**src/rtl/fifo_wr_ctrl.sv**
```systemverilog
// rtl/fifo_wr_ctrl.sv - async FIFO write-side controller: pointers, full/level flags, sticky overflow
module fifo_wr_ctrl #(
  parameter int ADDR_WIDTH = 4,
  parameter int AF_THRESH  = 12
) (
  input  logic                  wr_clk,
  input  logic                  wr_rst,
  input  logic                  wr_en,
  input  logic                  overflow_clr,
  input  logic [ADDR_WIDTH:0]   rd_ptr_grey,
  output logic                  mem_we,
  output logic [ADDR_WIDTH-1:0] wr_addr_bin,
  output logic [ADDR_WIDTH:0]   wr_addr_grey,
  output logic                  full,
  output logic                  almost_full,
  output logic [ADDR_WIDTH:0]   wr_level,
  output logic                  overflow
);

  localparam logic [ADDR_WIDTH:0] AF_T = (ADDR_WIDTH+1)'(AF_THRESH);

  logic [ADDR_WIDTH:0] rd_sync1_q, rd_ptr_sync_q;
  logic [ADDR_WIDTH:0] wr_bin_q, wr_grey_q, level_q;
  logic                full_q, af_q, ovf_q;

  logic                accept;
  logic [ADDR_WIDTH:0] wr_bin_d, wr_grey_d, rd_bin_sync, level_d, full_cmp;
  logic                full_d, af_d, ovf_d;

  assign accept    = wr_en & ~full_q;
  assign wr_bin_d  = wr_bin_q + {{ADDR_WIDTH{1'b0}}, accept};
  assign wr_grey_d = (wr_bin_d >> 1) ^ wr_bin_d;

  // Full when the write pointer is one lap ahead of the synchronized read pointer.
  assign full_cmp  = {~rd_ptr_sync_q[ADDR_WIDTH:ADDR_WIDTH-1], rd_ptr_sync_q[ADDR_WIDTH-2:0]};
  assign full_d    = (wr_grey_d == full_cmp);

  always_comb begin
    rd_bin_sync = '0;
    for (int i = 0; i <= ADDR_WIDTH; i++) begin
      rd_bin_sync[i] = ^(rd_ptr_sync_q >> i);
    end
  end

  assign level_d = wr_bin_d - rd_bin_sync;
  assign af_d    = (level_d >= AF_T);
  assign ovf_d   = (wr_en & full_q) ? 1'b1 : (overflow_clr ? 1'b0 : ovf_q);

  always_ff @(posedge wr_clk or negedge wr_rst) begin
    if (!wr_rst) begin
      rd_sync1_q    <= '0;
      rd_ptr_sync_q <= '0;
      wr_bin_q      <= '0;
      wr_grey_q     <= '0;
      level_q       <= '0;
      full_q        <= 1'b0;
      af_q          <= 1'b0;
      ovf_q         <= 1'b0;
    end else begin
      rd_sync1_q    <= rd_ptr_grey;
      rd_ptr_sync_q <= rd_sync1_q;
      wr_bin_q      <= wr_bin_d;
      wr_grey_q     <= wr_grey_d;
      level_q       <= level_d;
      full_q        <= full_d;
      af_q          <= af_d;
      ovf_q         <= ovf_d;
    end
  end

  assign mem_we       = accept;
  assign wr_addr_bin  = wr_bin_q[ADDR_WIDTH-1:0];
  assign wr_addr_grey = wr_grey_q;
  assign full         = full_q;
  assign almost_full  = af_q;
  assign wr_level     = level_q;
  assign overflow     = ovf_q;

endmodule

```
**config.mk**
```make
export PLATFORM = sky130hd
export DESIGN_NAME = fifo_wr_ctrl
export DESIGN_NICKNAME = d
export VERILOG_FILES = /design/src/rtl/fifo_wr_ctrl.sv
export SDC_FILE = /design/constraint.sdc
export NUM_CORES = 1
export LEC_CHECK = 0
export CAP_MARGIN = 10
export CELL_PAD_IN_SITES_DETAIL_PLACEMENT = 0
export CELL_PAD_IN_SITES_GLOBAL_PLACEMENT = 1
export CORE_UTILIZATION = 34
export DETAILED_ROUTE_END_ITERATION = 8
export PLACE_DENSITY = 0.78
export REMOVE_ABC_BUFFERS = 1
export SETUP_SLACK_MARGIN = 0.05
export SLEW_MARGIN = 20
export SYNTH_ARGS = -nofsm -noshare
export SYNTH_HDL_FRONTEND = slang
export SYNTH_SLANG_ARGS = --single-unit
export TNS_END_PERCENT = 10
```
**constraint.sdc**
```tcl
create_clock -name wr_clk -period 2.1 [get_ports wr_clk]
set_input_delay 0.525 -clock wr_clk [delete_from_list [all_inputs] [get_ports wr_clk]]
set_output_delay 0.525 -clock wr_clk [all_outputs]
set_load 0.02 [all_outputs]
```
==> Yosys cells after proc, flatten, opt, wreduce, memory -nomap -nowiden <==
Index checks and enable logic that the tools add are counted.
{ "word_totals": {"ff_bits": 28, "input_bits": 9, "wordCells": 25} }
{ "op_classes": {"add_sub_neg": 2, "order_cmp": 1, "n_eq_ne": 1, "n_mux": 2, "bitwise": 5, "n_reduce_logical": 6} }
{ "ops": {"columns": ["op", "n"], "rows": [
  ["parity 5 bit", 5],
  ["adder 5 x 1 -> 5 bit", 1],
  ["equality test 5 bit", 1],
  ["greater-or-equal comparator 5 x 4 -> 1 bit (second input constant)", 1],
  ["subtractor 5 bit", 1],
  ["XOR 4 x 5 -> 5 bit", 1],
  ["AND 1 bit", 2],
  ["2-to-1 mux 1 bit", 2],
  ["inverter 2 bit", 1],
  ["nonzero test 2 bit", 1],
  ["inverter 1 bit", 1]
]} }

==> Longest topological paths before layout <==
{ "logic_depth": {"depth_word": 5, "depth_mapped": 10, "mapped_depth_nobuf": 10} }

==> Worst setup path after synthesis <==
Ideal clock, no wire load.
{ "synth_path": {"path_type": "input-to-reg", "startpoint": "in wr_en", "endpoint": "reg af_q (netlist: almost_full)", "setup_ps": 133, "t_arrival_ps": 2527, "setup_slack_ps": -560, "cell_stages": 10, "path_buffers": 1, "path_cell_list": "nor2b_1 -> ha_1 -> ha_1 -> buf_6 -> xor2_1 -> ha_1 -> a21oi_1 -> o21ai_0 -> xnor2_1 -> nand4b_1"} }
{ "synth_via": {"elab_chain_cells": 4} }
{ "synth_rtl": {"columns": ["item", "line", "text"], "rows": [
  ["from (decl)", "8", "input logic wr_en,"],
  ["AND 1 bit", "30", "assign accept = wr_en & ~full_q;"],
  ["adder 5 x 1 -> 5 bit", "31", "assign wr_bin_d = wr_bin_q + {{ADDR_WIDTH{1'b0}}, accept};"],
  ["named net wr_bin_d[1]", "27", "logic [ADDR_WIDTH:0] wr_bin_d, wr_grey_d, rd_bin_sync, level_d, full_cmp;"],
  ["subtractor 5 bit", "45", "assign level_d = wr_bin_d - rd_bin_sync;"],
  ["named net level_d[4]", "27", null],
  ["greater-or-equal comparator 5 x 4 -> 1 bit", "46", "assign af_d = (level_d >= AF_T);"],
  ["named net af_d", "28", "logic full_d, af_d, ovf_d;"],
  ["to (signal assigned)", "57", "af_q <= 1'b0;"],
  ["to (signal assigned)", "66", "af_q <= af_d;"],
  ["to (decl)", "24", "logic full_q, af_q, ovf_q;"]
]} }
The timed path passes the listed nets, and every way through them passes these cells.
A chain may end at the register's enable or synchronous reset.

==> Worst setup path in the final report <==
{ "layout_path": {"startpoint": "reg rd_ptr_sync_q[4]", "endpoint": "reg af_q (netlist: almost_full)"} }
{ "layout_via": {"elab_chain_cells": 3, "elab_cells_between_ends": 7, "classes_between": "1 x add/sub; 1 x order compare; 5 x reduce/logical"} }
{ "layout_rtl": {"columns": ["item", "line", "text"], "rows": [
  ["from (decl)", "22", "logic [ADDR_WIDTH:0] rd_sync1_q, rd_ptr_sync_q;"],
  ["from (signal assigned)", "61", "rd_ptr_sync_q <= rd_sync1_q;"],
  ["parity 5 bit", "41", "rd_bin_sync[i] = ^(rd_ptr_sync_q >> i);"],
  ["subtractor 5 bit *", "45", null],
  ["greater-or-equal comparator 5 x 4 -> 1 bit *", "46", null],
  ["named net af_d", "28", null]
]} }
Mark *: on every way through the listed nets, which the timed path passes. The rest lies on a longest branch.

==> metrics list <==
* Status: finished, violations left
- Failing checks: negative setup slack
- Dominant register cell in the synthesized netlist: dfrtp_1
- Global-route total usage across every layer: 12.8%
- Leaving out fill and tap cells, the most frequent cell in the layout is buf_4.
- Number of nets still failing antenna checks after routing: 0
- Last weighted congestion value of the routability-driven placer: 0.799
* Clk slew on worst S/H paths: 0.14 ns
* Static leakage: 0.803 nW
- In this run, synthesis inferred 0 flip-flops with an integrated enable.
* Post-route insts no fill: 182
- The Yosys step of the flow raised 0 warnings.
- Crit path time final: 2.18 ns
- Required @ worst endpoint: 2.36 ns
- The core region is 3080 sq um.
- Measured along the x axis, the die boundary spans 59.3 microns.
- For this design, the sink count on the clock tree is 27.
* Largest net degree at the start of global routing: 28
* Number of cells on the worst hold path: 0
- Slew at the pin closest to its max-slew limit: 0.327 ns
* Post-synthesis async set-or-reset flop share: 100%
* Met1 capacity usage during global routing: 14.9%
- The slowest stage of the critical path belongs to the cell or4b_4.
* DR DRC count: 0
* Post-detail-place hpwl: 1400 microns
* Synth Area per Inst: 13.8 sq um
* Critical path type: flop to flop
- TritonCTS built the clock tree.
* Starting DRC count in detailed routing: 5
- The floorplan step defined a die boundary enclosing 3520 sq um.
* Launch point of the worst hold path: rd_sync1_q[2]
* Count of pins on the block boundary: 27
- Along the worst path, the maximum fanout reaches 2.
* Library cells used by synthesis: 21
- Arrival time of data at the critical path endpoint: 2.43 ns
* Cell family with the largest share of critical-path delay: simple AND/OR/NAND/NOR gates
* Fraction of final layout cells sized beyond drive strength 1: 34.1%
* Total Power: 0.00315 W
* Number of vias after detailed routing: 791
* Buffers from clock root to sink, at most: 2
- Global routing used 2.18% of the available met3 tracks.
* Crit path cell chain: xnor2_2 > xnor2_2 > xnor2_1 > ha_2 > inv_2 > ha_4 > nand2b_4 > or4b_4 > nand4b_1
* Post-Synthesis Cells: 81
* GRT met2 Usage: 23.3%
- Across all register-to-register paths, the minimum setup slack is -0.08 ns.
* Final routed wire length divided by cell count: 10.7 microns
- Unrepaired setup endpoints after global routing: yes
* Endpoint kind of the worst setup timing path: flop
* R2r worst-path depth: 9
- Cell at the root of the clock tree: clkbuf_4
* Remaining Overflow, GRT: 0
- For this run, the register share of the synthesized area comes to 60.5%.
- Dividing the detail-routed via count by the number of cells gives 4.35.
- R2R Path End: almost_full
- Power spread over the standard cell area amounts to 1800 nW/um^2.
- The final critical path takes up 104% of the cycle.
- The number of global-route vias before repair came to 818.
- Setup slack on the critical path of the routed design comes to -0.0762 ns.
- In this run the vertical extent of the chip is 59.3 microns.
- Highest cell delay on the worst timing path: 0.47 ns
- Summing all non-filler instances in the final layout gives an area of 1750 sq um.
- Setup violations remaining at the end of the flow were counted as 1.
- Most used routing layer: met2
* Maxcap violations: 0
- Relative to the synthesized area, the layout overhead comes to 56.5%.
- Summed over all failing endpoints, the final setup total negative slack is -0.0762 ns.
- Number of register bits inferred by synthesis: 27
* Total CTS buffers: 3
* Worst flop-to-flop path startpoint: rd_ptr_sync_q[4]
- After detailed placement, the total cell area comes to 1600 sq um.
- 0 antenna diodes ended up in the layout.
- Buffers and inverters on the worst path: 1
- The final number of hold-violating endpoints is 0.
- HP Class: flop to flop
- Clock latency reported for the late side of the worst-skew pair: 0.31 ns
- The first detailed-routing pass ran for 4 iterations.
* Std-Cell Rows: 20
* Number of antenna violations at the first check in global routing: 0
- Initial cell density of the core: 36.3%
- Worst Clk Skew: 0.00407 ns
- NumNets Final: 154
* Startpoint Class: flop
- Most frequent cells in the layout: buf_4 (28), dfrtp_1 (27), clkdlybuf4s50_1 (23), xor2_1 (9), xnor2_1 (8)
- The worst hold path terminates at rd_ptr_sync_q[2].
* Area of the mapped netlist: 1120 sq um
- Setup Slack @ Placement: -0.745 ns
- Summed over all layers, the routed wires come to 1960 microns.
- Across the VDD grid, the largest voltage drop is 0.708 mV.
- Worst slew slack as a fraction of its limit: 78.2%
* Wire length of the first global-routing pass: 3320 microns
* H-Tree Depth: 1
* Top achievable clock speed: 460 MHz
* Number of max-slew violations in the final report: 0
- Number of cells after detailed placement: 174
* Most used cell along the critical path: xnor2_2
* Port bufs: 26
-- timing repair --
action                     4_1_cts  5_1_grt
pin swaps                       10        7
gates resized for setup         14        7
hold buffers                     0        0
buffers inserted                 2        2
setup endpoints to repair        8        6
-- metal layers --
layer,wire [microns],share of wire (%)
met5,0,0
met2,1030,53
met1,815,42
met4,8,0.41
met3,97,5.0
-- stage by stage --
step / util [%] / hold slack (ns)
finish: 56.7 / 0.361
global route: 56.7 / 0.376
CTS: 55.2 / 0.368
detailed placement: 52.0 / 0.336
global placement: 52.0 / 0.331
floorplan: - / 0.229
-- cells by family (layout without fill, tap and decap cells) --
logic type / Yosys count / after routing / synth area share (%)
xor gates and xnor gates: 22 / 22 / 18.6
buffers and inverters: 6 / 63 / 2.69
and+or+nand+nor: 12 / 12 / 6.73
adders and majority gates: 7 / 7 / 7.62
DFF: 27 / 27 / 60.5
AOI/OAI and AO/OA: 7 / 7 / 3.81
-- where the power goes --
group | internal [W] | switching (W) | leakage (nW)
combinational | 0.00117 | 0.000947 | 0.469
sequential | 0.000712 | 0.0000973 | 0.319
clock | 0.0000742 | 0.000142 | 0.0150
total | 0.00196 | 0.00119 | 0.803
-- Yosys cell counts, types with 2 or more instances --
library cell  count  area, sq um
xnor2_2           2         32.5
nand3b_1          2         15.0
dfrtp_1          27          676
nand3_1           2         10.0
o21ai_0           2         10.0
inv_1             5         18.8
xor2_1           10         87.6
xnor2_1          10         87.6
ha_1              6         75.1
nand2_1           2         7.51
a21oi_1           3         15.0
-- flip-flops by register name, indices dropped and copies added (netlist names) --
signal and count:
almost_full 1, full 1, overflow 1, rd_ptr_sync_q 5
rd_sync1_q 5, wr_addr_grey 4, wr_bin_q 5, wr_level 5
-- how the worst max path moves through the flow --
stage / startpoint / endpoint / cells past startpoint
2_1_floorplan: wr_en / almost_full / 9
3_3_place_gp: wr_en / almost_full / 9
3_5_place_dp: wr_en / almost_full / 9
4_1_cts: rd_ptr_sync_q[3] / almost_full / 9
5_1_grt: rd_ptr_sync_q[4] / almost_full / 9
6_report: rd_ptr_sync_q[4] / almost_full / 9
-- cell type report --
| type | count | area, sq um |
|---|---|---|
| Multi-Input combinational cell | 48 | 500 |
| Inverter | 5 | 18.8 |
| Tap cell | 44 | 55.1 |
| Sequential cell | 27 | 676 |
| Clock buffer | 4 | 26.3 |
| Timing Repair Buffer | 54 | 470 |
| Fill cell | 256 | 1330 |
(Power assumes the default switching activity.)
